File: src/rtl/vm_multi_item.sv
`default_nettype none
// ============================================================================
// Module   : vm_multi_item
// Purpose  : Vending-machine controller. It offers N_ITEMS = 2**ITEM_W items,
//            each with its own price. It accepts 10- and 50-unit coins up to a
//            credit cap, supports cancel with a full refund, and pays exact
//            change as a train of 10-unit return pulses.
// Revision : 1.0  initial release
// ----------------------------------------------------------------------------
// Ports
//   clk            in   1           clock; all state changes on posedge
//   rst            in   1           synchronous, active-high reset
//   item           in   ITEM_W      item index, qualified by sel
//   sel            in   1           purchase request (1-cycle pulse)
//   cancel         in   1           refund request (1-cycle pulse)
//   dollar_10      in   1           10-unit coin inserted (1-cycle pulse)
//   dollar_50      in   1           50-unit coin inserted (1-cycle pulse)
//   price          out  PRICE_W     price of the last selected item
//   credit         out  PRICE_W     current credit
//   item_rels      out  ITEM_W+1    {valid, index}; valid for one cycle per vend
//   change_return  out  1           one 10-unit coin returned per high cycle
//   coin_reject    out  1           the coin seen on the last edge was refused
//   busy           out  1           vend or change payout in progress
// ============================================================================
module vm_multi_item #(
  parameter int ITEM_W     = 2,
  parameter int PRICE_W    = 8,
  parameter logic [(2**ITEM_W)*PRICE_W-1:0] PRICES = {8'd50, 8'd40, 8'd30, 8'd20},
  parameter int CREDIT_MAX = 250
) (
  input  logic                clk,
  input  logic                rst,
  input  logic [ITEM_W-1:0]   item,
  input  logic                sel,
  input  logic                cancel,
  input  logic                dollar_10,
  input  logic                dollar_50,
  output logic [PRICE_W-1:0]  price,
  output logic [PRICE_W-1:0]  credit,
  output logic [ITEM_W:0]     item_rels,
  output logic                change_return,
  output logic                coin_reject,
  output logic                busy
);

  typedef enum logic [1:0] {
    IDLE   = 2'd0,
    VEND   = 2'd1,
    CHANGE = 2'd2
  } state_t;

  localparam logic [PRICE_W:0]   CAP      = (PRICE_W+1)'(CREDIT_MAX);
  localparam logic [PRICE_W:0]   COIN_10  = (PRICE_W+1)'(10);
  localparam logic [PRICE_W:0]   COIN_50  = (PRICE_W+1)'(50);
  localparam logic [PRICE_W-1:0] CHANGE_1 = PRICE_W'(10);

  state_t              state, state_nxt;
  logic [PRICE_W-1:0]  credit_q, credit_nxt;
  logic [PRICE_W-1:0]  price_q, price_nxt;
  logic [ITEM_W-1:0]   index_q, index_nxt;
  logic                reject_q, reject_nxt;

  // The sums carry one extra bit so that an overflow past 2**PRICE_W-1 is
  // still seen as exceeding the cap.
  logic [PRICE_W:0]    sum_10, sum_50;
  logic [PRICE_W-1:0]  sel_price;
  logic [PRICE_W-1:0]  coin_credit;
  logic                coin_any;

  assign sum_10    = {1'b0, credit_q} + COIN_10;
  assign sum_50    = {1'b0, credit_q} + COIN_50;
  assign sel_price = PRICES[item*PRICE_W +: PRICE_W];
  assign coin_any  = dollar_10 | dollar_50;

  always_ff @(posedge clk) begin
    if (rst) begin
      state    <= IDLE;
      credit_q <= '0;
      price_q  <= '0;
      index_q  <= '0;
      reject_q <= 1'b0;
    end else begin
      state    <= state_nxt;
      credit_q <= credit_nxt;
      price_q  <= price_nxt;
      index_q  <= index_nxt;
      reject_q <= reject_nxt;
    end
  end

  always_comb begin
    state_nxt   = state;
    credit_nxt  = credit_q;
    price_nxt   = price_q;
    index_nxt   = index_q;
    reject_nxt  = 1'b0;
    coin_credit = credit_q;

    case (state)
      IDLE: begin
        // Coins are credited first. When both coins arrive together, the
        // 50 has priority and the 10 is always handed back.
        if (dollar_50) begin
          if (sum_50 <= CAP) coin_credit = sum_50[PRICE_W-1:0];
          else               reject_nxt  = 1'b1;
        end
        if (dollar_10) begin
          if (dollar_50)          reject_nxt  = 1'b1;
          else if (sum_10 <= CAP) coin_credit = sum_10[PRICE_W-1:0];
          else                    reject_nxt  = 1'b1;
        end
        credit_nxt = coin_credit;

        if (cancel) begin
          // Refund whatever credit is held once any same-edge coin is counted.
          if (coin_credit != '0) state_nxt = CHANGE;
        end else if (sel) begin
          price_nxt = sel_price;
          index_nxt = item;
          // Affordability uses the credit held before this edge.
          if (credit_q >= sel_price) state_nxt = VEND;
        end
      end

      VEND: begin
        reject_nxt = coin_any;
        credit_nxt = credit_q - price_q;
        state_nxt  = (credit_q != price_q) ? CHANGE : IDLE;
      end

      CHANGE: begin
        reject_nxt = coin_any;
        if (credit_q <= CHANGE_1) begin
          credit_nxt = '0;
          state_nxt  = IDLE;
        end else begin
          credit_nxt = credit_q - CHANGE_1;
        end
      end

      default: begin
        reject_nxt = coin_any;
        state_nxt  = IDLE;
      end
    endcase
  end

  assign price         = price_q;
  assign credit        = credit_q;
  assign coin_reject   = reject_q;
  assign busy          = (state != IDLE);
  assign change_return = (state == CHANGE);
  assign item_rels     = (state == VEND) ? {1'b1, index_q} : '0;

endmodule
`default_nettype wire

File: config.mk
export PLATFORM = sky130hd
export DESIGN_NAME = vm_multi_item
export DESIGN_NICKNAME = d
export VERILOG_FILES = /design/src/rtl/vm_multi_item.sv
export SDC_FILE = /design/constraint.sdc
export NUM_CORES = 1
export LEC_CHECK = 0
export ABC_AREA = 1
export CORE_MARGIN = 4
export CORE_UTILIZATION = 25
export DETAILED_ROUTE_END_ITERATION = 6
export DONT_BUFFER_PORTS = 1
export HOLD_SLACK_MARGIN = 0.15
export MAX_ROUTING_LAYER = met4
export SLEW_MARGIN = 20
export SYNTH_ARGS = -nofsm -noshare
export SYNTH_HDL_FRONTEND = slang
export SYNTH_SLANG_ARGS = --single-unit
File: constraint.sdc
create_clock -name clk -period 2.3 [get_ports clk]
set_input_delay 0.46 -clock clk [delete_from_list [all_inputs] [get_ports clk]]
set_output_delay 0.46 -clock clk [all_outputs]
set_load 0.05 [all_outputs]
==> flow_summary.yaml <==
drt:
  met1_length_mm: 2.734
  drt_iter0_drc: 96
  dr.pass1.iters: 4
  vias: 2050
  via_per_inst: 4.767
  met2RoutedLength_mm: 2.681
  routed.top_layer: "met4"
  met3_length_um: 338
  wl_per_cell_um: 13.59
  routed_wl_mm: 5.844
  drc: 0
  ant_nets: 0
worst_setup_path:
  crit_chain: "buf_6 > ha_2 > a31oi_1 > or2_2 > nand2_1 > nand2_1 > nand2_1 > a21oi_1 > o21ai_0 > o21ai_0 > o21ai_0 > a21oi_1"
  rr_worst_depth: 12
  slowest_delay_ns: 0.39
  rrSetupSlack_ns: 0.16
  cp_slowest_cell: "ha_2"
  r2r_start: "credit[2]$_SDFFE_PP0P_"
  start_kind: "flip-flop"
  crit_path_end_kind: "flip-flop"
  crit_type: "reg2reg"
  required_ns: 2.44
  crit_fanout: 6
  rr_endpoint: "credit[6]$_SDFFE_PP0P_"
  cp.arrival_ns: 2.29
yosys:
  synth_edf_count: 0
  synthCells: 309
  synth_area_sq_um: 1936
  yosysSeqAreaShare_pct: 16.55
  synth_warnings: 0
  ys_top_cells_by_area: "dfxtp_1 17%, nand2_1 16%, ha_1 13%"
  yosys.area.top_type: "dfxtp_1"
  avgSynthCellArea_sq_um: 6.264
  synthFlopType: "dfxtp_1"
  synth_top_area_share_pct: 16.55
  synth_seq_cells: 16
  yosys.cell_types.count: 40
  ys_async_sr_fraction_pct: 0
place:
  placed_cell_area_sq_um: 2183
  hpwl_mm: 4.663
  dp_slack_ns: 0.1126
  routabilityCongestion: 0.9236
  port_buffers: 0
sta:
  rsz0062_at_grt: "true"
  worst_slack_ns: 0.1562
  setup_viol: 0
  fin_worst_skew_ns: 0.002863
  hold_viol: 0
  period_share_pct: 93.21
  fin_tns_setup_ns: 0
  fmax_mhz: 466.5
  slew_viol_final: 0
  hold_ws_ns: 0.2520
  fin_crit_ns: 2.144
floorplanning:
  rows: 31
  start_util_pct: 26.26
  die_w_um: 95.99
  dieArea_sq_um: 9214
  io-pin-count: 30
  coreArea_sq_um: 7370
  die_h_um: 95.99
run:
  max_cap_viol_count: 0
clock_network:
  cts_tree: "yes"
  cts_made_buffers: 3
  clkTransAtPathRegs_ns: 0.07
  worstSkewPairLatency_ns: 0.26
  clockBufferDepth: 2
  clockRootBuffer: "clkbuf_8"
  cts_hold_buf: 0
  h-tree-depth: 1
  cts_sinks: 16
worst_hold_path:
  hp-class: "in2reg"
  min_path_cells: 1
  holdPathEnd: "credit[1]$_SDFFE_PP0P_"
  hold_path_startpoint: "rst"
finish:
  nFillCells: 833
  drive_gt1_share_pct: 20.85
  final_area_sq_um: 2312
  layout.nets: 360
  antenna_cells: 0
  ff_latch_area_sq_um: 330.3
  area_growth_pct: 19.46
  multi_input_area_sq_um: 1409
power_and_ir_drop:
  peakVddDrop_mv: 0.6309
  p_per_area_nw_per_um2: 1433
  p_leak_uw: 0.001134
  total_power_uw: 3313
global_routing:
  grt_pass1_vias: 1951
  grt_pass1_wl_mm: 9.425
  grt_usage_pct: 13.31
  grt_max_degree: 12
  antenna_found_initial: 0
  overflow: 0
run_status:
  outcome: "complete, no violations"
[cell type report]
type | instances | share of cell area (%)
Timing Repair Buffer | 26 | 9.037
Multi-Input combinational cell | 237 | 60.93
Tap cell | 99 | 5.357
Clock buffer | 4 | 2.381
Inverter | 48 | 8.009
Sequential cell | 16 | 14.29
[flip-flops by register name, summed over array words and instances (netlist names)]
name	count
credit	8
price	5
state	2
coin_reject	1
[placed cells by master (no fill, tap or decap), types with 3 or more instances in the layout]
cell type and n:
nand2_2 6, inv_1 40, a21oi_1 22, o22ai_1 3, inv_2 4, nor2_2 4
xor2_1 5, nand2_1 79, o21ai_0 18, buf_4 23, conb_1 3, dfxtp_1 12
nand3_2 4, ha_1 17, clkbuf_8 4, nand4_1 10, nor2_1 18, nand3_1 20
[worst max-delay path by stage]
| stage | depth (start not counted) | end | start | slack [ns] |
|---|---|---|---|---|
| 5_1_grt | 18 | state[0]$_SDFFE_PP0P_ | credit[2]$_SDFFE_PP0P_ | -0.02 |
| 2_1_floorplan | 15 | state[0]$_SDFFE_PP0P_ | credit[2]$_SDFFE_PP0P_ | 0.08 |
| 4_1_cts | 12 | credit[6]$_SDFFE_PP0P_ | credit[3]$_SDFFE_PP0P_ | 0.07 |
| 3_5_place_dp | 12 | credit[6]$_SDFFE_PP0P_ | credit[3]$_SDFFE_PP0P_ | 0.11 |
| 6_report | 12 | credit[6]$_SDFFE_PP0P_ | credit[2]$_SDFFE_PP0P_ | 0.16 |
| 3_3_place_gp | 12 | credit[6]$_SDFFE_PP0P_ | credit[3]$_SDFFE_PP0P_ | 0.10 |
[cell families (layout without fill, tap and decap cells)]
group           Yosys count  after routing  share of synthesized area (%)
other cells               1              3                         0.1937
compound gates           57             57                          16.42
flops                    16             16                          16.55
xor+xnor                  6              6                          2.715
simple gates            151            151                          37.82
buf+inv                  58             78                          13.38
fa+ha+maj                20             20                          12.93
[worst max-delay path, delay by kind of cell (launching register included)]
| family | cells | cell delay (ns) |
|---|---|---|
| buffers and inverters | 1 | 0.16 |
| and+or+nand+nor | 4 | 0.49 |
| DFF | 1 | 0.37 |
| AOI/OAI and AO/OA | 6 | 0.60 |
| adders and majority gates | 1 | 0.39 |
[cells in the mapped netlist, types with 2 or more instances]
master,n
a21oi_1,24
buf_6,2
nand3_4,2
nand4_1,10
o211ai_1,2
clkinv_1,2
inv_1,41
nand2_2,4
inv_2,3
nand3_1,20
o22ai_1,3
dfxtp_1,16
a21boi_0,2
a31oi_1,2
nand2_1,81
nand3_2,4
xor2_1,5
ha_1,20
nor2_1,19
o21ai_0,19
inv_4,2
nor2_2,4
buf_4,5
[metal layers]
| layer | up-vias | global-route usage, % |
|---|---|---|
| li1 | 1050 | - |
| met5 | - | - |
| met2 | 57 | 20.59 |
| met4 | 0 | 4.147 |
| met1 | 935 | 17.43 |
| met3 | 8 | 2.580 |
[what timing repair did]
action                                  4_1_cts  5_1_grt
gates resized for setup                       0       16
buffers inserted                              0        3
endpoints found under the setup margin        0        5
[power breakdown]
group          internal (uW)  switching, uW
logic                    890           1620
clock network            152            111
registers                376            166
total                   1420           1900
[metrics by stage]
| step | instances | utilization, % |
|---|---|---|
| floorplan | 311 | - |
| detailed placement | 423 | 29.63 |
| finish | 430 | 31.38 |
| CTS | 427 | 30.37 |
| global placement | 423 | 29.63 |
| global route | 430 | 31.38 |
No activity file was read; power rests on OpenSTA's default activity.
